## config.mk

```make
export PLATFORM = sky130hd
export DESIGN_NAME = text_ram_arbiter_flat
export DESIGN_NICKNAME = d
export VERILOG_FILES = /design/src/rtl/text_ram_arbiter_pkg.sv /design/src/rtl/text_ram_arbiter_if.sv /design/src/rtl/text_ram_arbiter_read_tracker.sv /design/src/rtl/text_ram_arbiter.sv /design/src/flat_wrapper.sv
export SDC_FILE = /design/constraint.sdc
export NUM_CORES = 1
export LEC_CHECK = 0
export ABC_AREA = 1
export CAP_MARGIN = 40
export CORE_MARGIN = 5
export CORE_UTILIZATION = 41
export DETAILED_ROUTE_END_ITERATION = 7
export PLACE_DENSITY = 0.84
export SLEW_MARGIN = 20
export SYNTH_ARGS = -nofsm -noshare
export SYNTH_HDL_FRONTEND = slang
export SYNTH_SLANG_ARGS = --single-unit
```

## constraint.sdc

```tcl
create_clock -name clk -period 4.38 [get_ports clk]
set_input_delay 0.438 -clock clk [delete_from_list [all_inputs] [get_ports clk]]
set_output_delay 0.438 -clock clk [all_outputs]
set_load 0.03 [all_outputs]
```

## src/rtl/text_ram_arbiter_pkg.sv

```systemverilog
// Shared types for the text RAM arbiter: RAM request/result payloads, owner tags, FSM states.
package text_ram_arbiter_pkg;

  localparam int unsigned TEXT_ADDR_W              = 8;
  localparam int unsigned TEXT_DATA_W              = 32;
  localparam int unsigned TEXT_ARB_DEFAULT_LATENCY = 2;

  typedef struct packed {
    logic [TEXT_ADDR_W-1:0] addr;
    logic                   wren;
    logic [TEXT_DATA_W-1:0] data;
  } TextRamRequest_t;

  typedef struct packed {
    logic [TEXT_DATA_W-1:0] data;
  } TextRamResult_t;

  typedef enum logic [1:0] {
    OWNER_NONE = 2'd0,
    OWNER_DISP = 2'd1,
    OWNER_CTRL = 2'd2
  } ArbOwner_t;

  typedef enum logic [1:0] {
    ST_IDLE   = 2'd0,
    ST_DISP   = 2'd1,
    ST_CTRL   = 2'd2,
    ST_LOCKED = 2'd3
  } ArbState_t;

endpackage

```

## src/rtl/text_ram_arbiter_if.sv

```systemverilog
// Bundle of display, controller and RAM-side signals around the text RAM arbiter.
interface text_ram_arbiter_if;
  import text_ram_arbiter_pkg::*;

  logic                   disp_req;
  logic [TEXT_ADDR_W-1:0] disp_addr;
  logic                   disp_gnt;
  logic                   disp_rvalid;
  TextRamResult_t         disp_rdata;

  logic                   ctrl_req;
  TextRamRequest_t        ctrl_ram_req;
  logic                   ctrl_lock;
  logic                   ctrl_gnt;
  logic                   ctrl_rvalid;
  TextRamResult_t         ctrl_rdata;

  TextRamRequest_t        ram_req;
  TextRamResult_t         ram_res;
  logic [1:0]             debug;

  modport slave (
    input  disp_req, disp_addr, ctrl_req, ctrl_ram_req, ctrl_lock, ram_res,
    output disp_gnt, disp_rvalid, disp_rdata, ctrl_gnt, ctrl_rvalid, ctrl_rdata, ram_req, debug
  );

  modport master (
    output disp_req, disp_addr, ctrl_req, ctrl_ram_req, ctrl_lock, ram_res,
    input  disp_gnt, disp_rvalid, disp_rdata, ctrl_gnt, ctrl_rvalid, ctrl_rdata, ram_req, debug
  );

endinterface

```

## src/rtl/text_ram_arbiter_read_tracker.sv

```systemverilog
// Owner-tag shift pipe: the tag pushed with a grant emerges DEPTH cycles later.
module text_ram_read_tracker
  import text_ram_arbiter_pkg::*;
#(
  parameter int unsigned DEPTH = TEXT_ARB_DEFAULT_LATENCY + 1
) (
  input  logic      clk,
  input  logic      rst,
  input  ArbOwner_t tag_i,
  output ArbOwner_t tag_o
);

  ArbOwner_t pipe_q [DEPTH];

  always_ff @(posedge clk or posedge rst) begin
    if (rst) begin
      for (int i = 0; i < int'(DEPTH); i++) pipe_q[i] <= OWNER_NONE;
    end else begin
      pipe_q[0] <= tag_i;
      for (int i = 1; i < int'(DEPTH); i++) pipe_q[i] <= pipe_q[i-1];
    end
  end

  assign tag_o = pipe_q[DEPTH-1];

endmodule

```

## src/rtl/text_ram_arbiter.sv

```systemverilog
// Arbitrates the text RAM port between display reads and controller accesses.
// Optional starvation guard for the controller: define TEXT_ARB_STARVE_GUARD_EN.
module text_ram_arbiter
  import text_ram_arbiter_pkg::*;
#(
  parameter int unsigned READ_LATENCY = TEXT_ARB_DEFAULT_LATENCY,
  parameter int unsigned STARVE_LIMIT = 8
) (
  input logic                clk,
  input logic                rst,
  text_ram_arbiter_if.slave  bus
);

  if (READ_LATENCY < 1 || READ_LATENCY > 4 || STARVE_LIMIT < 1 || STARVE_LIMIT > 255) begin : g_param_check
    $error("text_ram_arbiter: parameter out of range");
  end

  ArbState_t       state_q, state_d;
  TextRamRequest_t ram_req_q, ram_req_d;
  TextRamResult_t  disp_hold_q, ctrl_hold_q;
  ArbOwner_t       owner_c, tag_end;
  logic            disp_gnt_c, ctrl_gnt_c, starve_fire_c;
  logic            disp_rvalid_c, ctrl_rvalid_c;

`ifdef TEXT_ARB_STARVE_GUARD_EN
  localparam logic [7:0] STARVE_MAX = 8'(STARVE_LIMIT);
  logic [7:0] starve_q, starve_d;

  // Counts cycles the controller waits; saturates, cleared by any ctrl grant.
  always_comb begin
    starve_d = starve_q;
    if (ctrl_gnt_c)                                starve_d = 8'd0;
    else if (bus.ctrl_req && starve_q < STARVE_MAX) starve_d = starve_q + 8'd1;
  end

  always_ff @(posedge clk or posedge rst) begin
    if (rst) starve_q <= 8'd0;
    else     starve_q <= starve_d;
  end

  assign starve_fire_c = (starve_q >= STARVE_MAX);
`else
  assign starve_fire_c = 1'b0;
`endif

  always_ff @(posedge clk or posedge rst) begin
    if (rst) state_q <= ST_IDLE;
    else     state_q <= state_d;
  end

  always_comb begin
    state_d = state_q;
    if (ctrl_gnt_c)                                   state_d = bus.ctrl_lock ? ST_LOCKED : ST_CTRL;
    else if (disp_gnt_c)                              state_d = ST_DISP;
    else if (state_q != ST_LOCKED || !bus.ctrl_lock) state_d = ST_IDLE;
  end

  // Grant decision, RAM request to register and the owner tag for the read pipe.
  always_comb begin
    disp_gnt_c = 1'b0;
    ctrl_gnt_c = 1'b0;
    owner_c    = OWNER_NONE;
    ram_req_d  = '0;
    if (state_q == ST_LOCKED) begin
      ctrl_gnt_c = bus.ctrl_req;
    end else if (bus.ctrl_req && (!bus.disp_req || starve_fire_c)) begin
      ctrl_gnt_c = 1'b1;
    end else begin
      disp_gnt_c = bus.disp_req;
    end
    if (disp_gnt_c) begin
      ram_req_d.addr = bus.disp_addr;
      owner_c        = OWNER_DISP;
    end else if (ctrl_gnt_c) begin
      ram_req_d = bus.ctrl_ram_req;
      owner_c   = bus.ctrl_ram_req.wren ? OWNER_NONE : OWNER_CTRL;
    end
  end

  always_ff @(posedge clk or posedge rst) begin
    if (rst) ram_req_q <= '0;
    else     ram_req_q <= ram_req_d;
  end

  text_ram_read_tracker #(
    .DEPTH (READ_LATENCY + 1)
  ) u_tracker (
    .clk   (clk),
    .rst   (rst),
    .tag_i (owner_c),
    .tag_o (tag_end)
  );

  assign disp_rvalid_c = (tag_end == OWNER_DISP);
  assign ctrl_rvalid_c = (tag_end == OWNER_CTRL);

  // The non-owning requester keeps its last returned line.
  always_ff @(posedge clk or posedge rst) begin
    if (rst) begin
      disp_hold_q <= '0;
      ctrl_hold_q <= '0;
    end else begin
      if (disp_rvalid_c) disp_hold_q <= bus.ram_res;
      if (ctrl_rvalid_c) ctrl_hold_q <= bus.ram_res;
    end
  end

  assign bus.disp_gnt    = disp_gnt_c;
  assign bus.ctrl_gnt    = ctrl_gnt_c;
  assign bus.disp_rvalid = disp_rvalid_c;
  assign bus.ctrl_rvalid = ctrl_rvalid_c;
  assign bus.disp_rdata  = disp_rvalid_c ? bus.ram_res : disp_hold_q;
  assign bus.ctrl_rdata  = ctrl_rvalid_c ? bus.ram_res : ctrl_hold_q;
  assign bus.ram_req     = ram_req_q;
  assign bus.debug       = 2'(state_q);

endmodule
```

## src/flat_wrapper.sv

```systemverilog
// flat-port wrapper written by rule: the top's interface ports become plain ports
module text_ram_arbiter_flat import text_ram_arbiter_pkg::*;
#(
  parameter int unsigned READ_LATENCY = TEXT_ARB_DEFAULT_LATENCY,
  parameter int unsigned STARVE_LIMIT = 8
)
  (clk, rst, bus_disp_req, bus_disp_addr, bus_ctrl_req, bus_ctrl_ram_req, bus_ctrl_lock, bus_ram_res, bus_disp_gnt, bus_disp_rvalid, bus_disp_rdata, bus_ctrl_gnt, bus_ctrl_rvalid, bus_ctrl_rdata, bus_ram_req, bus_debug);
  text_ram_arbiter_if bus_i ();
  input logic clk;
  input logic rst;
  input wire logic [$bits(bus_i.disp_req)-1:0] bus_disp_req;
  input wire logic [$bits(bus_i.disp_addr)-1:0] bus_disp_addr;
  input wire logic [$bits(bus_i.ctrl_req)-1:0] bus_ctrl_req;
  input wire logic [$bits(bus_i.ctrl_ram_req)-1:0] bus_ctrl_ram_req;
  input wire logic [$bits(bus_i.ctrl_lock)-1:0] bus_ctrl_lock;
  input wire logic [$bits(bus_i.ram_res)-1:0] bus_ram_res;
  output wire logic [$bits(bus_i.disp_gnt)-1:0] bus_disp_gnt;
  output wire logic [$bits(bus_i.disp_rvalid)-1:0] bus_disp_rvalid;
  output wire logic [$bits(bus_i.disp_rdata)-1:0] bus_disp_rdata;
  output wire logic [$bits(bus_i.ctrl_gnt)-1:0] bus_ctrl_gnt;
  output wire logic [$bits(bus_i.ctrl_rvalid)-1:0] bus_ctrl_rvalid;
  output wire logic [$bits(bus_i.ctrl_rdata)-1:0] bus_ctrl_rdata;
  output wire logic [$bits(bus_i.ram_req)-1:0] bus_ram_req;
  output wire logic [$bits(bus_i.debug)-1:0] bus_debug;
  assign bus_i.disp_req = bus_disp_req;
  assign bus_i.disp_addr = bus_disp_addr;
  assign bus_i.ctrl_req = bus_ctrl_req;
  assign bus_i.ctrl_ram_req = bus_ctrl_ram_req;
  assign bus_i.ctrl_lock = bus_ctrl_lock;
  assign bus_i.ram_res = bus_ram_res;
  assign bus_disp_gnt = bus_i.disp_gnt;
  assign bus_disp_rvalid = bus_i.disp_rvalid;
  assign bus_disp_rdata = bus_i.disp_rdata;
  assign bus_ctrl_gnt = bus_i.ctrl_gnt;
  assign bus_ctrl_rvalid = bus_i.ctrl_rvalid;
  assign bus_ctrl_rdata = bus_i.ctrl_rdata;
  assign bus_ram_req = bus_i.ram_req;
  assign bus_debug = bus_i.debug;
  text_ram_arbiter #(.READ_LATENCY(READ_LATENCY), .STARVE_LIMIT(STARVE_LIMIT)) u_core (.clk(clk), .rst(rst), .bus(bus_i));
endmodule
```

==> impl_results.md <==
- Clk pwr share: 39.1%
- Post-DP HPWL: between 8 and 9 mm
- Ports: roughly 200
- FF-to-FF setup slack: about 2.9 ns
- Antenna-violating nets left: 0
- Logic pwr share: 27.2%
- Die span in y: 110 um
- CTS tree: built
- Vias in the first global route: 3522
- Int Pwr: 2.62 mW
- CP Capture Type: output pin
- CP peak stage delay: approximately 0.74 ns
- Post-synth EDFFs: 0
- Top_reg_cell synth: dfrtp_1
- Crit. Startpoint: u_core.u_tracker.tag_o[1]
- Antenna violations before repair: 0
- Xor and xnor area share after synthesis: 0%
- Placed Area: 0.00614 mm2
- Crit start category: flip-flop
- Hold slack: around 0.35 ns
- Pwr Density: ~550 mW/mm2
- Port-buffer cells: ~200
- Die width: about 110 um
- Placement Setup Slack: 1.63 ns
- Worst-Skew Late Latency: 0.50 ns
- Worst hold path depth: 0
- Detailed router's first-iteration violation count: 206
- Clock Skew: 0.0112 ns
- Placed cells: 713
- Sequential area share after synthesis: 68.7%
- Wirelength, routed: 11.4 mm
- Via total after detailed routing: 3362
- Outcome: completed
- First-pass GRT wire length: roughly 18 mm
- Min cycle time layout: 3.04 ns
- Net Switching: around 1.1 mW
- CTS sink cnt: 113
- Fmax: ~330 MHz
- Sequential power share: between 30% and 40%
- Synth Net Count: 486
- Gr ovfl total: 0
- Setup CP Type: reg -> out
- Crit path required time: 3.94 ns
- Cells after Synth: 400
- Crit-path cells: inv_1 -> nand2_2 -> buf_12 -> o21ai_0 -> clkdlybuf4s50_1
- Core Util, Final: 69.3%
- Post-synth ARST share: 100%
- RSZ-0062 raised after global routing: no
- YS warnings: 0
- Vias per cell: 4.52
- Post-Synth Simple-Gate Area: 12.9%
- Switching part of the total: 29.8%
- Unique masters post-synth: 13
- Per-cell routed wire length: roughly 15 um
- Clock Pin Slew Worst Setup and Hold Paths: about 0.05 ns
- Area grow syn2layout: 64.4%
- Compound-gate portion of the synthesized area: ~7.8%
- Delay-heaviest family, CP: buffers and inverters
- Yosys top cell by area: dfrtp_1
- DR pass1 iterations: 4
- Largest cells by area after synthesis: dfrtp_1 69%, nand2_1 6.9%, inv_1 6.6%
- Final Max Slew Viols: 0
- Yosys top cell area share: 68.7%
- Worst Hold End: u_core.u_tracker.tag_o[1]
- R2r worst-path depth: 4
- #FFs+latches synth: ~110
- CTS H-tree depth: 4
- Fillers: 690
- Clock root buffer: clkbuf_8
- GRT Util Overall: 19.5%
- Share of post-route cells with drive strength above 1: 6.38%
- Largest net degree at the start of global routing: 54
- Drc violations: 0
- # hold bufs at CTS: 0
- Hold_sp: u_core.u_tracker.pipe_q[3]
- HP Class: reg -> reg
- Nets: between 600 and 700
- Mapped Area: 0.00412 mm2
- Period utilisation layout: between 60% and 70%
- Setup bufs post-CTS: 0
- Crit path arrival time: 2.60 ns
- Worst VDD drop: 0.246 mV
- Count leader, synth: dfrtp_1
- Adder-Cell Fraction of Synth Area: 0%
- Max cap viols: 0
- Synth top cells by count: 113 x dfrtp_1, 76 x nand2_1, 72 x inv_1, 53 x o21ai_0, 34 x nor2_1
- Finished Cell Area: 0.00677 mm2
- Largest family of logic cells by synthesized area: simple AND/OR/NAND/NOR gates
- Pleak: 3.31 nW
- Final std cells w/o fill: 744
- Reg2Reg Launch Point: u_core.u_tracker.tag_o[1]
- CTS Buf Count: 17
- Slew @ Worst Pin: 0.664 ns
- Num rows: 36
- Routability cong.: slightly above 0.8
- Die ar.: ~0.012 mm2
- # resized after CTS: 0
- Slew headroom: roughly 56%
- RR Endpoint: u_core.disp_hold_q[23]
- Initial Util: 42.1%
- Pwr Total: between 3 and 4 mW
- Final setup fails: 0
- Setup WS post-layout: 1.34 ns
- CTS max path bufs: 2
- WP buf/inv: 3
- Fin. Hold Viols: 0
- Mux contribution to synthesized area: 0%
- Slowest CP cell: clkdlybuf4s50_1
- Total negative slack: 0 ns
- Diodes inserted: 0
- Syn_area_per_cell: 10.3 um2
- CP max FO: 39
- Core area: just under 0.01 mm2
==> final cells by class <==
| class | instances | area [um2] | area share (%) |
|---|---|---|---|
| flip-flops and latches | 113 | 2830 | 41.8 |
| repair buffers | 200 | 2020 | 29.8 |
| multi-input cells | 195 | 857 | 12.7 |
| clock buffers | 21 | 449 | 6.63 |
| inverters | 72 | 273 | 4.03 |
| clock inverters | 10 | 183 | 2.70 |
| well taps | 133 | 166 | 2.46 |
==> worst max path at each step <==
stage / slack [ns] / to / cells after the start
after floorplan: 0.95 / u_core.bus.debug[0] / 1
after global placement: 1.51 / bus_disp_rdata[23] / 4
after detailed placement: 1.63 / bus_ctrl_gnt / 5
after CTS: 1.27 / bus_disp_rdata[23] / 5
after global routing: 1.13 / bus_disp_rdata[23] / 5
final: 1.34 / bus_disp_rdata[23] / 5
==> registers in the layout, summed over array words and instances, names as in the netlist <==
register and cells:
u_core.disp_hold_q 32, u_core.ctrl_hold_q 32, u_core.bus.ram_req 41, u_core.u_tracker.tag_o 2, u_core.bus.debug 2, u_core.u_tracker.pipe_q 4
==> kinds of logic (layout without fill, tap and decap cells) <==
kind of cell    count (synthesis)  count (layout)
compound gates                 64              64
buf+inv                        92             303
simple gates                  131             131
flops                         113             113
==> placed cells by master, fill, tap and decap left out, drive strengths merged <==
master and count:
inv 72, nand3 18, o21ai 64, buf 4, nand2 79, clkinv 2, clkinvlp 3, nor2 34
bufinv 5, dfrtp 113, clkdlybuf4s50 196, clkbuf 21
==> power groups by stage <==
stage	clock network [mW]	registers, mW	logic (mW)
after detailed placement	0	1.27	1.02
after global placement	0	1.26	0.993
final	1.46	1.26	1.01
after global routing	1.53	1.27	1.08
after CTS	1.48	1.26	1.03
after floorplan	0	1.32	0.505
==> layer usage <==
| metal | global-route usage (%) | wire [um] | vias up |
|---|---|---|---|
| met5 | 0 | 0 | - |
| met4 | 7.92 | 200 | 0 |
| met3 | 11.3 | 1800 | 17 |
| met2 | 30.9 | 5300 | 176 |
| met1 | 21.4 | 4120 | 1560 |
| li1 | - | - | 1609 |
No activity file was read; power rests on OpenSTA's default activity.
